### config.mk
export PLATFORM = sky130hd
export DESIGN_NAME = cpu_onchip_mem_arbiter
export DESIGN_NICKNAME = d
export VERILOG_FILES = /design/src/rtl/cpu_onchip_mem_arbiter.sv
export SDC_FILE = /design/constraint.sdc
export NUM_CORES = 1
export LEC_CHECK = 0
export BUFFER_PORTS_ARGS = -buffer_cell sky130_fd_sc_hd__buf_2
export CAP_MARGIN = 20
export CORE_UTILIZATION = 45
export DETAILED_ROUTE_END_ITERATION = 6
export PLACE_DENSITY = 0.8
export SYNTH_ARGS = -nofsm -noshare
export SYNTH_HDL_FRONTEND = slang
export SYNTH_SLANG_ARGS = --single-unit
export TNS_END_PERCENT = 5
### constraint.sdc
create_clock -name clk -period 4 [get_ports clk]
set_clock_uncertainty 0.15 [all_clocks]
set_input_delay 0.8 -clock clk [delete_from_list [all_inputs] [get_ports clk]]
set_output_delay 0.8 -clock clk [all_outputs]
set_load 0.05 [all_outputs]
### src/rtl/cpu_onchip_mem_arbiter.sv
// Round-robin arbiter sharing one single-port on-chip RAM between two
// Avalon-MM burst masters; bursts are expanded into sequential word accesses.
module cpu_onchip_mem_arbiter #(
    parameter int ADDR_W = 10,
    parameter int BC_W   = 4
) (
    input  logic              clk,
    input  logic              reset_n,
    input  logic [ADDR_W-1:0] m0_address,
    input  logic              m0_read,
    input  logic              m0_write,
    input  logic [3:0]        m0_byteenable,
    input  logic [31:0]       m0_writedata,
    input  logic [BC_W-1:0]   m0_burstcount,
    output logic              m0_waitrequest,
    output logic [31:0]       m0_readdata,
    output logic              m0_readdatavalid,
    input  logic [ADDR_W-1:0] m1_address,
    input  logic              m1_read,
    input  logic              m1_write,
    input  logic [3:0]        m1_byteenable,
    input  logic [31:0]       m1_writedata,
    input  logic [BC_W-1:0]   m1_burstcount,
    output logic              m1_waitrequest,
    output logic [31:0]       m1_readdata,
    output logic              m1_readdatavalid,
    output logic [ADDR_W-1:0] mem_address,
    output logic              mem_chipselect,
    output logic              mem_write,
    output logic [3:0]        mem_byteenable,
    output logic [31:0]       mem_writedata,
    input  logic [31:0]       mem_readdata,
    output logic              mem_clken
);

    typedef enum logic [1:0] {
        IDLE     = 2'd0,
        RD_BURST = 2'd1,
        WR_BURST = 2'd2
    } state_t;

    state_t            state;
    logic              last_grant;
    logic              owner;
    logic              clken;
    logic              rd_vld;
    logic              rd_own;
    logic [ADDR_W-1:0] addr_q;
    logic [BC_W-1:0]   remaining;
    logic [31:0]       hold0;
    logic [31:0]       hold1;

    logic              req0;
    logic              req1;
    logic              win;
    logic              grant;
    logic [ADDR_W-1:0] win_addr;
    logic [BC_W-1:0]   win_bc;
    logic [BC_W-1:0]   win_bc_eff;
    logic              win_write;
    logic [3:0]        win_be;
    logic [31:0]       win_data;
    logic              own_write;
    logic [3:0]        own_be;
    logic [31:0]       own_data;
    logic              issue;
    logic              issue_wr;
    logic              issue_own;

    assign req0 = m0_read | m0_write;
    assign req1 = m1_read | m1_write;

    // On a tie the master that did not win last time is served.
    assign win   = (req0 && req1) ? ~last_grant : req1;
    assign grant = clken && (state == IDLE) && (req0 || req1);

    assign win_addr   = win ? m1_address    : m0_address;
    assign win_bc     = win ? m1_burstcount : m0_burstcount;
    assign win_write  = win ? m1_write      : m0_write;
    assign win_be     = win ? m1_byteenable : m0_byteenable;
    assign win_data   = win ? m1_writedata  : m0_writedata;
    assign win_bc_eff = (win_bc == '0) ? BC_W'(1) : win_bc;

    assign own_write = owner ? m1_write      : m0_write;
    assign own_be    = owner ? m1_byteenable : m0_byteenable;
    assign own_data  = owner ? m1_writedata  : m0_writedata;

    always_comb begin
        issue          = 1'b0;
        issue_wr       = 1'b0;
        issue_own      = owner;
        mem_address    = addr_q;
        mem_byteenable = 4'hF;
        mem_writedata  = '0;
        m0_waitrequest = 1'b1;
        m1_waitrequest = 1'b1;
        unique case (state)
            IDLE: begin
                if (grant) begin
                    issue          = 1'b1;
                    issue_wr       = win_write;
                    issue_own      = win;
                    mem_address    = win_addr;
                    m0_waitrequest = win;
                    m1_waitrequest = ~win;
                    if (win_write) begin
                        mem_byteenable = win_be;
                        mem_writedata  = win_data;
                    end
                end
            end
            RD_BURST: begin
                issue = 1'b1;
            end
            WR_BURST: begin
                if (own_write) begin
                    issue          = 1'b1;
                    issue_wr       = 1'b1;
                    mem_byteenable = own_be;
                    mem_writedata  = own_data;
                    m0_waitrequest = owner;
                    m1_waitrequest = ~owner;
                end
            end
            default: ;
        endcase
    end

    assign mem_chipselect = issue;
    assign mem_write      = issue & issue_wr;
    assign mem_clken      = clken;

    assign m0_readdatavalid = rd_vld & ~rd_own;
    assign m1_readdatavalid = rd_vld & rd_own;
    assign m0_readdata      = m0_readdatavalid ? mem_readdata : hold0;
    assign m1_readdata      = m1_readdatavalid ? mem_readdata : hold1;

    always_ff @(posedge clk or negedge reset_n) begin
        if (!reset_n) begin
            state      <= IDLE;
            last_grant <= 1'b1;
            owner      <= 1'b0;
            clken      <= 1'b0;
            rd_vld     <= 1'b0;
            rd_own     <= 1'b0;
            addr_q     <= '0;
            remaining  <= '0;
            hold0      <= '0;
            hold1      <= '0;
        end else begin
            clken  <= 1'b1;
            rd_vld <= issue & ~issue_wr;
            rd_own <= issue_own;
            if (rd_vld && !rd_own) hold0 <= mem_readdata;
            if (rd_vld && rd_own)  hold1 <= mem_readdata;
            unique case (state)
                IDLE: begin
                    if (grant) begin
                        last_grant <= win;
                        if (win_bc_eff != BC_W'(1)) begin
                            owner     <= win;
                            addr_q    <= win_addr + 1'b1;
                            remaining <= win_bc_eff - 1'b1;
                            state     <= win_write ? WR_BURST : RD_BURST;
                        end
                    end
                end
                RD_BURST: begin
                    addr_q    <= addr_q + 1'b1;
                    remaining <= remaining - 1'b1;
                    if (remaining == BC_W'(1)) state <= IDLE;
                end
                WR_BURST: begin
                    if (own_write) begin
                        addr_q    <= addr_q + 1'b1;
                        remaining <= remaining - 1'b1;
                        if (remaining == BC_W'(1)) state <= IDLE;
                    end
                end
                default: state <= IDLE;
            endcase
        end
    end

endmodule

After elaboration in Yosys (flattened, before gate mapping)
Index checks and enable logic that the tools add are counted.
- bits in latches: 0
- ROM bits: 0
- word-level logic and storage cells: 95
- output and inout port bits: 117
- register bits: 85
- input bits: 138
- memories: 0
- RAM bits: 0
- $mul: 0
- equality and inequality tests: 7
- order comparisons: 0
- div/mod/pow operators: 0
- add/sub/neg operators: 4
- mux-type cells: 49
- shift-type cells: 0
- bitwise operators: 11
- reduce and logical (&&, ||, !) cells: 14
- operators by type and width (operator ; count):
    32-bit 2-to-1 mux ; 7
    32-bit case mux with 2 select lines ; 1
    10-bit 2-to-1 mux ; 6
    4-bit 2-to-1 mux ; 10
    10-bit case mux with 3 select lines ; 1
    10-bit by 1-bit adder with 10-bit output (second input constant) ; 2
    1-bit 2-to-1 mux ; 12
    4-bit case mux with 3 select lines ; 1
    2-bit 2-to-1 mux ; 5
    4-bit case mux with 2 select lines ; 1
    4-bit by 1-bit subtractor with 4-bit output (second input constant) ; 2
    1-bit case mux with 2 select lines ; 3
    2-bit case mux with 3 select lines ; 1
    3-bit AND reduction ; 2
    1-bit logical AND ; 5
    1-bit inverter ; 5
    1-bit bitwise AND ; 4
    4-bit by 1-bit equality test with 1-bit output (second input constant) ; 1
    4-bit zero test ; 1
    2-bit inequality test (second input constant) ; 2
    4-bit by 1-bit inequality test with 1-bit output (second input constant) ; 1
    4-bit AND reduction ; 1
    1-bit case mux with 3 select lines ; 1
    3-bit nonzero test ; 1
    other kinds (8) ; 9

Longest topological paths before layout
Gate-level depths: netlist (run 1).
- word-level depth: 10
- depth in mapped cells: 14
- mapped depth without buffers: 12

Worst setup path before layout (run 1)
No wires, ideal clock.
- kind: input port to output port
- start point: input port m0_write
- end point: output port mem_address[0]
- stages on the path: 6
- data arrival time: 2.752 ns
- required time: 3.050 ns
- path slack: 0.298 ns
- path buffers: 2
- cell sequence: o21a_2 buf_6 nor2_1 clkbuf_1 nand2_1 a31oi_1
- longest elaborated chain between the ends: 6
- elaborated cells on any way between the ends: 8
- those cells by class: mux (4); bitwise (1); reduce/logical (3)
- ends and longest elaborated chain (item ; RTL line ; source):
    start: declaration ; 11 ; input logic m0_write,
    1-bit bitwise OR (*) ; 70 ; assign req0 = m0_read | m0_write;
    1-bit logical AND ; 74 ; assign win = (req0 && req1) ? ~last_grant : req1;
    1-bit 2-to-1 mux ; 74 ;
    10-bit 2-to-1 mux ; 77 ; assign win_addr = win ? m1_address : m0_address;
    10-bit 2-to-1 mux (*) ; 99 ; if (grant) begin
    10-bit 2-to-1 mux (*) ; 97 ; unique case (state)
    end: declaration ; 27 ; output logic [ADDR_W-1:0] mem_address,
Mark *: on every way between the ends. The rest lies on a longest branch, timed or not.

Worst setup path after layout (run 1)
- start point: register state[0]
- end point: output port mem_writedata[21]
- longest elaborated chain between the ends: 5
- elaborated cells on any way between the ends: 6
- those cells by class: eq/ne (1); mux (2); reduce/logical (3)
- ends and longest elaborated chain (item ; RTL line ; source):
    start: declaration ; 42 ; state_t state;
    start signal: assignment ; 164 ; state <= win_write ? WR_BURST : RD_BURST;
    2-bit zero test ; 75, 97 ;
    1-bit logical AND (2 in series) ; 75 ; assign grant = clken && (state == IDLE) && (req0 || req1);
    32-bit 2-to-1 mux ; 99 ;
    32-bit case mux with 2 select lines (*) ; 97 ;
    end: declaration ; 31 ; output logic [31:0] mem_writedata,
Marked as above.

==> impl_results.md, run 1 <==
- Reg-to-reg slack, setup: about 800 ps
- Setup_tns: 0 ps
- Initial antenna violation count: 0
- DRT iter0 DRCs: 308
- Worst Reg-to-Reg Cells: 12
- Vias in the first global route: between 4000 and 5000
- Fin nets: between 800 and 900
- Final Hold Slack: ~140 ps
- Gpl congestion: approximately 0.91
- Die W: 105 microns
- Setup Slack @ Placement: ~190 ps
- Fin area: 0.00644 sq mm
- Placed instance area: approximately 0.0062 sq mm
- Syn avg cell area: about 11 sq um
- Ys Warns: 0
- Worst Setup End Kind: primary output
- Num CTS Buffers: 9
- Mapped Nets: 583
- Slew of the pin with the lowest slew margin: roughly 850 ps
- Clk sink count: 85
- Status: finished clean
- CP peak stage delay: roughly 600 ps
- Period utilization: 0.937
- Largest net degree at the start of global routing: between 80 and 90
- Vias/cell: 5.47
- Cells after Synth: approximately 440
- Area grow syn2layout: 35.9%
- Via count: about 4500
- Crit-path leading delay family: compound AO/OA/AOI/OAI gates
- Final ANT Viol Nets: 0
- Cell area after synthesis: approximately 0.0047 sq mm
- Clk_lat worst skew: 350 ps
- Synth Flop Type: dfrtp_1
- Max-Cap Viols: 0
- Crit path buffers/inverters: 2
- Relative slew slack: 0.436
- Final min period: 3750 ps
- Drc violations: 0
- Final setup vio count: 0
- IO Pins: between 200 and 300
- Final hold vios: 0
- Post-route setup slack: approximately 250 ps
- CP Data Required Time: 3050 ps
- Wirelength, routed: between 10000 and 15000 microns
- DR pass1 iterations: 5
- Root Buffer: clkbuf_8
- Total gr overflow: 0
- Die Area: approximately 0.011 sq mm
- Async S/R FF share, synth: 1.00
- Crit-path max FO: 32
- Post-DP HPWL: 10600 microns
- First-pass GRT wire length: 21900 microns
- Reg2Reg Capture Point: remaining[3]
- Startpoint types: flip-flop
- Min-delay worst type: input port to async pin
- Yosys reg bits: between 80 and 90
- RSZ-0062 raised after global routing: false
- Avg WL per Cell: between 15 and 20 microns
- Reg-to-Reg Start: last_grant
- Number of diodes: 0
- Unique masters post-synth: 52
- Row Count: 37
- Clock-pin slew on the worst setup and hold paths: around 90 ps
- Layout cells sized above 1: 0.543
- Core box area: just over 0.01 sq mm
- CTS max path bufs: 2
- Fmax: around 270 MHz
- EDFF count, synth: 0
- CTS tree: done
- Initial core utilization: 0.461
- Cell Chain, Critical Path: inv_1 > ha_1 > a21boi_0 > a22o_2 > a22o_1 > buf_2
- Sequential element share of the synthesized area: 0.449
- Slew Limit Fails: 0
- Die height: 105 microns
- H-tree depth: 3
- Setup Crit Path Kind: flip-flop to primary output
- # hold bufs at CTS: 0
- Port bufs: between 200 and 300
- CP arrival: approximately 2800 ps
- Slowest CP cell: a22o_2
- GRT Total Usage: 0.250
kinds of logic (layout without fill, tap and decap cells):
logic type                 Yosys count  after routing  share of synthesized area
muxes                               72             72                      0.170
DFF                                 85             85                      0.449
AOI/OAI and AO/OA                  115            115                      0.195
adders and majority gates           10             10                     0.0264
other                                1              1                   0.000791
and+or+nand+nor                    101            101                     0.0963
xor gates and xnor gates             9              9                     0.0166
buffers and inverters               42            297                     0.0459
cell type report:
cell class              count  area (sq um)
repair buffers            269          1470
fillers                   844          3830
multi-input cells         308          2400
well taps                 136           170
inverters                  12          45.0
clock buffers              10           138
clock inverters             6          95.1
flip-flops and latches     85          2130
flip-flops by register name (all words and copies together), names as in the netlist:
name / cells
owner: 1
remaining: 4
last_grant: 1
hold0: 32
hold1: 32
addr_q: 10
mem_clken: 1
rd_own: 1
rd_vld: 1
state: 2
worst max-delay path by stage:
stage / endpoint / depth (start not counted) / start
final: mem_writedata[21] / 6 / state[0]
after global routing: mem_writedata[19] / 6 / state[0]
after CTS: mem_writedata[19] / 9 / state[0]
after detailed placement: mem_writedata[19] / 7 / m1_write
after global placement: mem_writedata[19] / 6 / m0_write
after floorplan: mem_address[0] / 6 / m0_write
stage by stage:
step           instances   util
2_1_floorplan        435      -
3_3_place_gp         809  0.601
3_5_place_dp         809  0.601
4_1_cts              825  0.624
5_1_grt              826  0.627
6_report             826  0.627
metal layers:
metal / track usage / vias to the layer above / wire, microns
li1: - / 2077 / -
met3: 0.0724 / 12 / 1360
met5: 0 / - / 0
met2: 0.383 / 249 / 6180
met4: 0.0412 / 0 / 85
met1: 0.356 / 2183 / 6000
cell usage in the layout (no fill, tap or decap), drive strengths merged, types with 2 or more instances in the layout:
master,n
a31oi,19
clkbuf,10
o31ai,2
a21oi,4
clkinvlp,2
or2,3
dfrtp,84
ha,10
xor2,3
bufinv,2
or3,3
a221o,4
a21boi,2
o211ai,2
nand2,48
mux2i,4
inv,13
o21ai,27
a22o,34
o311ai,3
buf,269
nor3,9
nor2,25
nand3,9
a2bb2oi,9
xnor2,6
a21o,2
mux2,68
cells in the mapped netlist (6+ instances only):
library cell | n | share of area
clkbuf_1 | 10 | 0.0079
o21ai_1 | 6 | 0.0063
buf_6 | 6 | 0.014
ha_1 | 10 | 0.026
nor2_1 | 24 | 0.019
buf_1 | 6 | 0.0047
nand3_1 | 8 | 0.0084
xnor2_1 | 6 | 0.011
o21ai_0 | 18 | 0.019
nor3_1 | 9 | 0.0095
mux2_2 | 68 | 0.16
a22o_1 | 34 | 0.063
inv_1 | 12 | 0.0095
a31oi_1 | 17 | 0.022
buf_2 | 6 | 0.0063
nand2_1 | 48 | 0.038
dfrtp_1 | 84 | 0.44
repair_timing:
item | 4_1_cts | 5_1_grt
setup endpoints to repair | 30 | 1
setup buffers | 0 | 0
pin swaps | 0 | 0
resized for setup | 1 | 1
Power of run 1 is left out: the tool's default activity adds up to more than one toggle a clock period on the data nets, which glitch-free logic cannot reach.
==> run 2, diff against run 1 <==
Settings changed: SETUP_SLACK_MARGIN set to 0.4, SLEW_MARGIN set to 20.
==> run 2 against run 1 <==
Against the previous run: sequential share of layout area barely moved; count of clock-buffer cells in the layout fell by 1; flip-flop and latch count did not move; non-clock buffer count fell by 1; critical endpoint is now mem_writedata[7]; largest cell class unchanged; highest routed layer is now met5.
==> impl_results.md, run 2 (same netlist as run 1, synthesis figures left out) <==
- H-tree depth: 3 (unchanged)
- Vias/cell: 5.45 (was 5.47)
- Max-Cap Viols: 0 (unchanged)
- Setup Slack @ Placement: 9.63 ps (was 194 ps)
- Post-route setup slack: 428 ps (was 251 ps)
- Drc violations: 0 (unchanged)
- Setup Crit Path Kind: input port to primary output (was flip-flop to primary output)
- Worst Setup End Kind: primary output (unchanged)
- Reg2Reg Capture Point: addr_q[2] (was remaining[3])
- Worst Reg-to-Reg Cells: 11 (was 12)
- Wirelength, routed: 14200 microns (was 13600 microns)
- Final setup vio count: 0 (unchanged)
- RSZ-0062 raised after global routing: true (was false)
- Crit-path max FO: 32 (unchanged)
- CTS max path bufs: 2 (unchanged)
- CP Data Required Time: 3050 ps (about the same)
- Via count: 4510 (was 4521)
- Setup_tns: 0 ps (unchanged)
- Root Buffer: clkbuf_8 (unchanged)
- First-pass GRT wire length: 22500 microns (was 21900 microns)
- Layout cells sized above 1: 0.547 (was 0.543)
- FILL cells: 856 (was 844)
- CP arrival: 2620 ps (was 2800 ps)
- DRT iter0 DRCs: 386 (was 308)
- Top Registers: hold0 (32), hold1 (32), addr_q (10) (unchanged)
- Post-DP HPWL: 11200 microns (was 10600 microns)
- Initial antenna violation count: 4 (was 0)
- Final ANT Viol Nets: 0 (unchanged)
- Startpoint types: input port (was flip-flop)
- Die Area: 0.0110 sq mm (unchanged)
- Vias in the first global route: 4315 (was 4302)
- Initial core utilization: 0.461 (unchanged)
- Min-delay worst type: input port to async pin (unchanged)
- Avg WL per Cell: 17.1 microns (was 16.5 microns)
- Reg-to-Reg Start: last_grant (unchanged)
- Status: finished clean (unchanged)
- CTS tree: done (unchanged)
- Row Count: 37 (unchanged)
- Clk sink count: 85 (unchanged)
- Slew of the pin with the lowest slew margin: 862 ps (was 847 ps)
- CP peak stage delay: 410 ps (was 600 ps)
- GRT Total Usage: 0.256 (was 0.250)
- Commonest non-fill, non-tap cells in the layout: 248 x buf_2, 84 x dfrtp_1, 68 x mux2_2 (was 249 x buf_2, 84 x dfrtp_1, 68 x mux2_2)
- Final min period: 3570 ps (was 3750 ps)
- Commonest non-fill, non-tap cell in the layout: buf_2 (unchanged)
- # hold bufs at CTS: 0 (unchanged)
- Reg-to-reg slack, setup: 630 ps (was 810 ps)
- Gpl congestion: 0.935 (was 0.907)
- IO Pins: 255 (unchanged)
- Area grow syn2layout: 35.8% (was 35.9%)
- Fin area: 0.00644 sq mm (about the same)
- Die height: 105 microns (unchanged)
- Die W: 105 microns (unchanged)
- Cell Chain, Critical Path: buf_2 > a21boi_0 > o32ai_1 > nor2_2 > a22o_4 > a22o_1 > buf_2 (was inv_1 > ha_1 > a21boi_0 > a22o_2 > a22o_1 > buf_2)
- Fin nets: 832 (was 833)
- Clock-pin slew on the worst setup and hold paths: 90 ps (about the same)
- Slowest CP cell: a22o_4 (was a22o_2)
- Port bufs: 254 (unchanged)
- Core box area: 0.0103 sq mm (unchanged)
- DR pass1 iterations: 6 (was 5)
- Slew Limit Fails: 0 (unchanged)
- Placed instance area: 0.00619 sq mm (was 0.00618 sq mm)
- Fmax: 280 MHz (was 267 MHz)
- Period utilization: 0.893 (was 0.937)
- Clk_lat worst skew: 350 ps (about the same)
- Top cell by count, worst path: buf_2
- Relative slew slack: 0.426 (was 0.436)
- Final design utilization: 0.626 (was 0.627)
- Largest net degree at the start of global routing: 86 (unchanged)
- Total gr overflow: 0 (unchanged)
- Num CTS Buffers: 9 (unchanged)
- Final hold vios: 0 (unchanged)
-- run 2: cell types whose count changed in the layout (fill, tap and decap cells not counted), sizes merged --
cell / previous run / this run
clkinv: 1 / 4
bufinv: 2 / 0
clkinvlp: 2 / 0
diode: 0 / 2
inv: 13 / 15
buf: 269 / 268
clkbuf: 10 / 9
-- run 2: critical path: cells and delay by family --
kind	cells	cell delay (ps)
AO/OA/AOI/OAI	4	1050
buffers and inverters	2	400
AND/OR/NAND/NOR	1	370
-- run 2: how the worst max path moves through the flow --
stage,startpoint,end,depth (start not counted)
6_report,m1_write,mem_writedata[7],7
5_1_grt,state[0],mem_write,8
4_1_cts,state[0],mem_writedata[7],6
3_5_place_dp,m1_write,mem_writedata[7],7
3_3_place_gp,m1_write,mem_writedata[2],7
2_1_floorplan,m0_write,mem_address[1],6
-- run 2: layout make-up --
class	count	area [sq um]	area share
repair buffers	268	1460	0.226
clock inverters	7	78.8	0.0122
flip-flops and latches	85	2130	0.331
well taps	136	170	0.0264
diodes	2	5.00	0.000777
inverters	12	45.0	0.00700
multi-input cells	308	2430	0.377
clock buffers	9	124	0.0192
-- run 2: stage by stage --
step,hold WS (ps),instances
floorplan,315,435
global placement,324,808
detailed placement,330,808
CTS,354,824
global route,363,827
finish,321,827
-- run 2: per-layer routing --
layer  GRT usage  part of all wire
met1       0.357              0.44
met2       0.406              0.46
met3      0.0686             0.093
met4      0.0453            0.0079
met5           0            0.0019
-- run 2: what timing repair did --
action                                  CTS  global route
endpoints found under the setup margin   34            45
buffers inserted                          0             1
pin swaps                                 0             2
gates resized for setup                   3             4
Power of run 2 is left out for the same reason.
==> run 3, diff against run 2 <==
==> constraint.sdc (replaced) <==
create_clock -name clk -period 3.3 [get_ports clk]
set_clock_uncertainty 0.15 [all_clocks]
set_input_delay 0.33 -clock clk [delete_from_list [all_inputs] [get_ports clk]]
set_output_delay 0.33 -clock clk [all_outputs]
set_load 0.05 [all_outputs]
==> run 3 against run 2 <==
Against the previous run: the run now ends with design-rule violations left; critical endpoint is now mem_writedata[8]; register-to-register slack got worse by 140 ps; highest routed layer unchanged; largest cell class unchanged; non-clock buffer count rose by 10; design area rose by 5.1%.
==> impl_results.md, run 3 (same netlist as run 1, synthesis figures left out) <==
- Status: finished with violations (was finished clean)
- Violated checks: design-rule violations
- Post-DP HPWL: 10800 microns (was 11200 microns)
- Min-delay worst type: input port to flip-flop (was input port to async pin)
- Commonest non-fill, non-tap cell in the layout: buf_2 (unchanged)
- CTS tree: done (unchanged)
- Fmax: approximately 350 MHz
- IO Pins: 255 (unchanged)
- Die height: 105 microns (unchanged)
- Slew Limit Fails: 0 (unchanged)
- Final hold vios: 0 (unchanged)
- Die W: 105 microns (unchanged)
- DR pass1 iterations: 7 (was 6)
- Port bufs: 254 (unchanged)
- Reg-to-Reg Start: last_grant (unchanged)
- Gpl congestion: 0.936 (was 0.935)
- CP peak stage delay: 590 ps (was 410 ps)
- Cell Chain, Critical Path: a21boi_0 > o32ai_2 > nor2_2 > buf_4 > a22o_4 > clkbuf_16 > a22o_4 > buf_12 (was buf_2 > a21boi_0 > o32ai_1 > nor2_2 > a22o_4 > a22o_1 > buf_2)
- Crit-path max FO: 16 (was 32)
- Num CTS Buffers: 9 (unchanged)
- Setup_tns: 0 ps (unchanged)
- CP Data Required Time: 2820 ps (was 3050 ps)
- Die Area: 0.0110 sq mm (unchanged)
- Setup Crit Path Kind: flip-flop to primary output (was input port to primary output)
- Root Buffer: clkbuf_8 (unchanged)
- Wirelength, routed: 14800 microns (was 14200 microns)
- Number of diodes: 0 (was 2)
- Crit path buffers/inverters: 3 (was 2)
- Max-Cap Viols: 0 (unchanged)
- Drc violations: 2 (was 0)
- Initial core utilization: 0.461 (unchanged)
- RSZ-0062 raised after global routing: true (unchanged)
- Slew of the pin with the lowest slew margin: 865 ps (was 862 ps)
- Via count: 4696 (was 4510)
- Vias/cell: 5.62 (was 5.45)
- Layout cells sized above 1: 0.574 (was 0.547)
- Crit-path leading delay family: compound AO/OA/AOI/OAI gates (unchanged)
- Clk_lat worst skew: 350 ps (about the same)
- Fin nets: 843 (was 832)
- First-pass GRT wire length: 22000 microns (was 22500 microns)
- Avg WL per Cell: 17.7 microns (was 17.1 microns)
- DRT iter0 DRCs: 421 (was 386)
- Commonest non-fill, non-tap cells in the layout: 220 x buf_2, 83 x dfrtp_1, 68 x mux2_2 (was 248 x buf_2, 84 x dfrtp_1, 68 x mux2_2)
- Largest net degree at the start of global routing: 86 (unchanged)
- Top cell by count, worst path: a22o_4 (was buf_2)
- Core box area: 0.0103 sq mm (unchanged)
- Final ANT Viol Nets: 0 (unchanged)
- Area grow syn2layout: 42.6% (was 35.8%)
- CTS max path bufs: 2 (unchanged)
- Slowest CP cell: dfstp_2 (was a22o_4)
- Clk sink count: 85 (unchanged)
- GRT Total Usage: 0.253 (was 0.256)
- H-tree depth: 3 (unchanged)
- Startpoint types: flip-flop (was input port)
- Hold wc startpoint: mem_readdata[20]
- Total gr overflow: 0 (unchanged)
- Period utilization: 0.861
- Clock-pin slew on the worst setup and hold paths: 90 ps (about the same)
- CP Launch Point: last_grant (was m1_write)
- Vias in the first global route: 4348 (was 4315)
- Initial antenna violation count: 1 (was 4)
- CP arrival: 2360 ps (was 2620 ps)
- Row Count: 37 (unchanged)
- Worst Setup End Kind: primary output (unchanged)
- Final min period: around 2800 ps
- Relative slew slack: 0.424 (was 0.426)
- Final setup vio count: 0 (unchanged)
- Top Registers: hold0 (32), hold1 (32), addr_q (10) (unchanged)
[run 3: changes by cell type in the layout (fill, tap and decap cells not counted), sizes merged]
| cell | delta |
|---|---|
| clkbuf | +20 |
| or3 | +1 |
| inv | -2 |
| dlygate4sd3 | +1 |
| bufinv | +1 |
| diode | -2 |
| clkinvlp | +1 |
| buf | -11 |
[run 3: per-layer routing]
metal / wire length, microns / vias to the layer above / GRT usage
met2: 6850 / 294 / 0.388
met3: 1480 / 41 / 0.0680
li1: - / 2109 / -
met4: 228 / 2 / 0.0433
met1: 6230 / 2250 / 0.364
met5: 13 / - / 0
[run 3: layout make-up]
type | instances | area [sq um]
Fill cell | 840 | 3510
Inverter | 12 | 48.8
Clock inverter | 7 | 81.3
Sequential cell | 85 | 2130
Clock buffer | 9 | 124
Timing Repair Buffer | 278 | 1660
Tap cell | 136 | 170
Multi-Input combinational cell | 309 | 2550
[run 3: final timing paths]
path,endpoint,slack (ps),cells past startpoint
setup / recovery,mem_writedata[8],460,8
hold / removal,hold1[20],80,2
setup reg to reg,addr_q[9],490,12
hold reg to reg,hold1[12],350,1
max in group asynchronous,state[0],2010,2
min in group asynchronous,hold1[11],440,2
[run 3: metrics by stage]
step,util,area (sq um),worst slack [ps],hold WS [ps],cells
final,0.658,6760,458,84.5,836
after global placement,0.603,6190,266,324,812
after detailed placement,0.603,6190,234,330,812
after global routing,0.658,6760,356,65.9,836
after floorplan,-,4750,434,-116,435
after CTS,0.627,6440,379,52.3,828
[run 3: worst reg2reg max path, delay by kind of cell, from the launching register on]
family / cells / cell delay (ps)
adder cells (fa/ha/maj): 1 / 170
AND/OR/NAND/NOR: 4 / 400
flip-flops: 1 / 590
AO/OA/AOI/OAI: 3 / 650
buffers and inverters: 2 / 350
multiplexers: 2 / 400
[run 3: what timing repair did]
item,CTS,global route
endpoints found under the hold margin,0,84
pin swaps,0,9
resized for setup,10,69
setup endpoints to repair,44,53
hold buffers,0,1
gates cloned,0,4
buffers inserted,0,3
Power of run 3 is left out for the same reason.
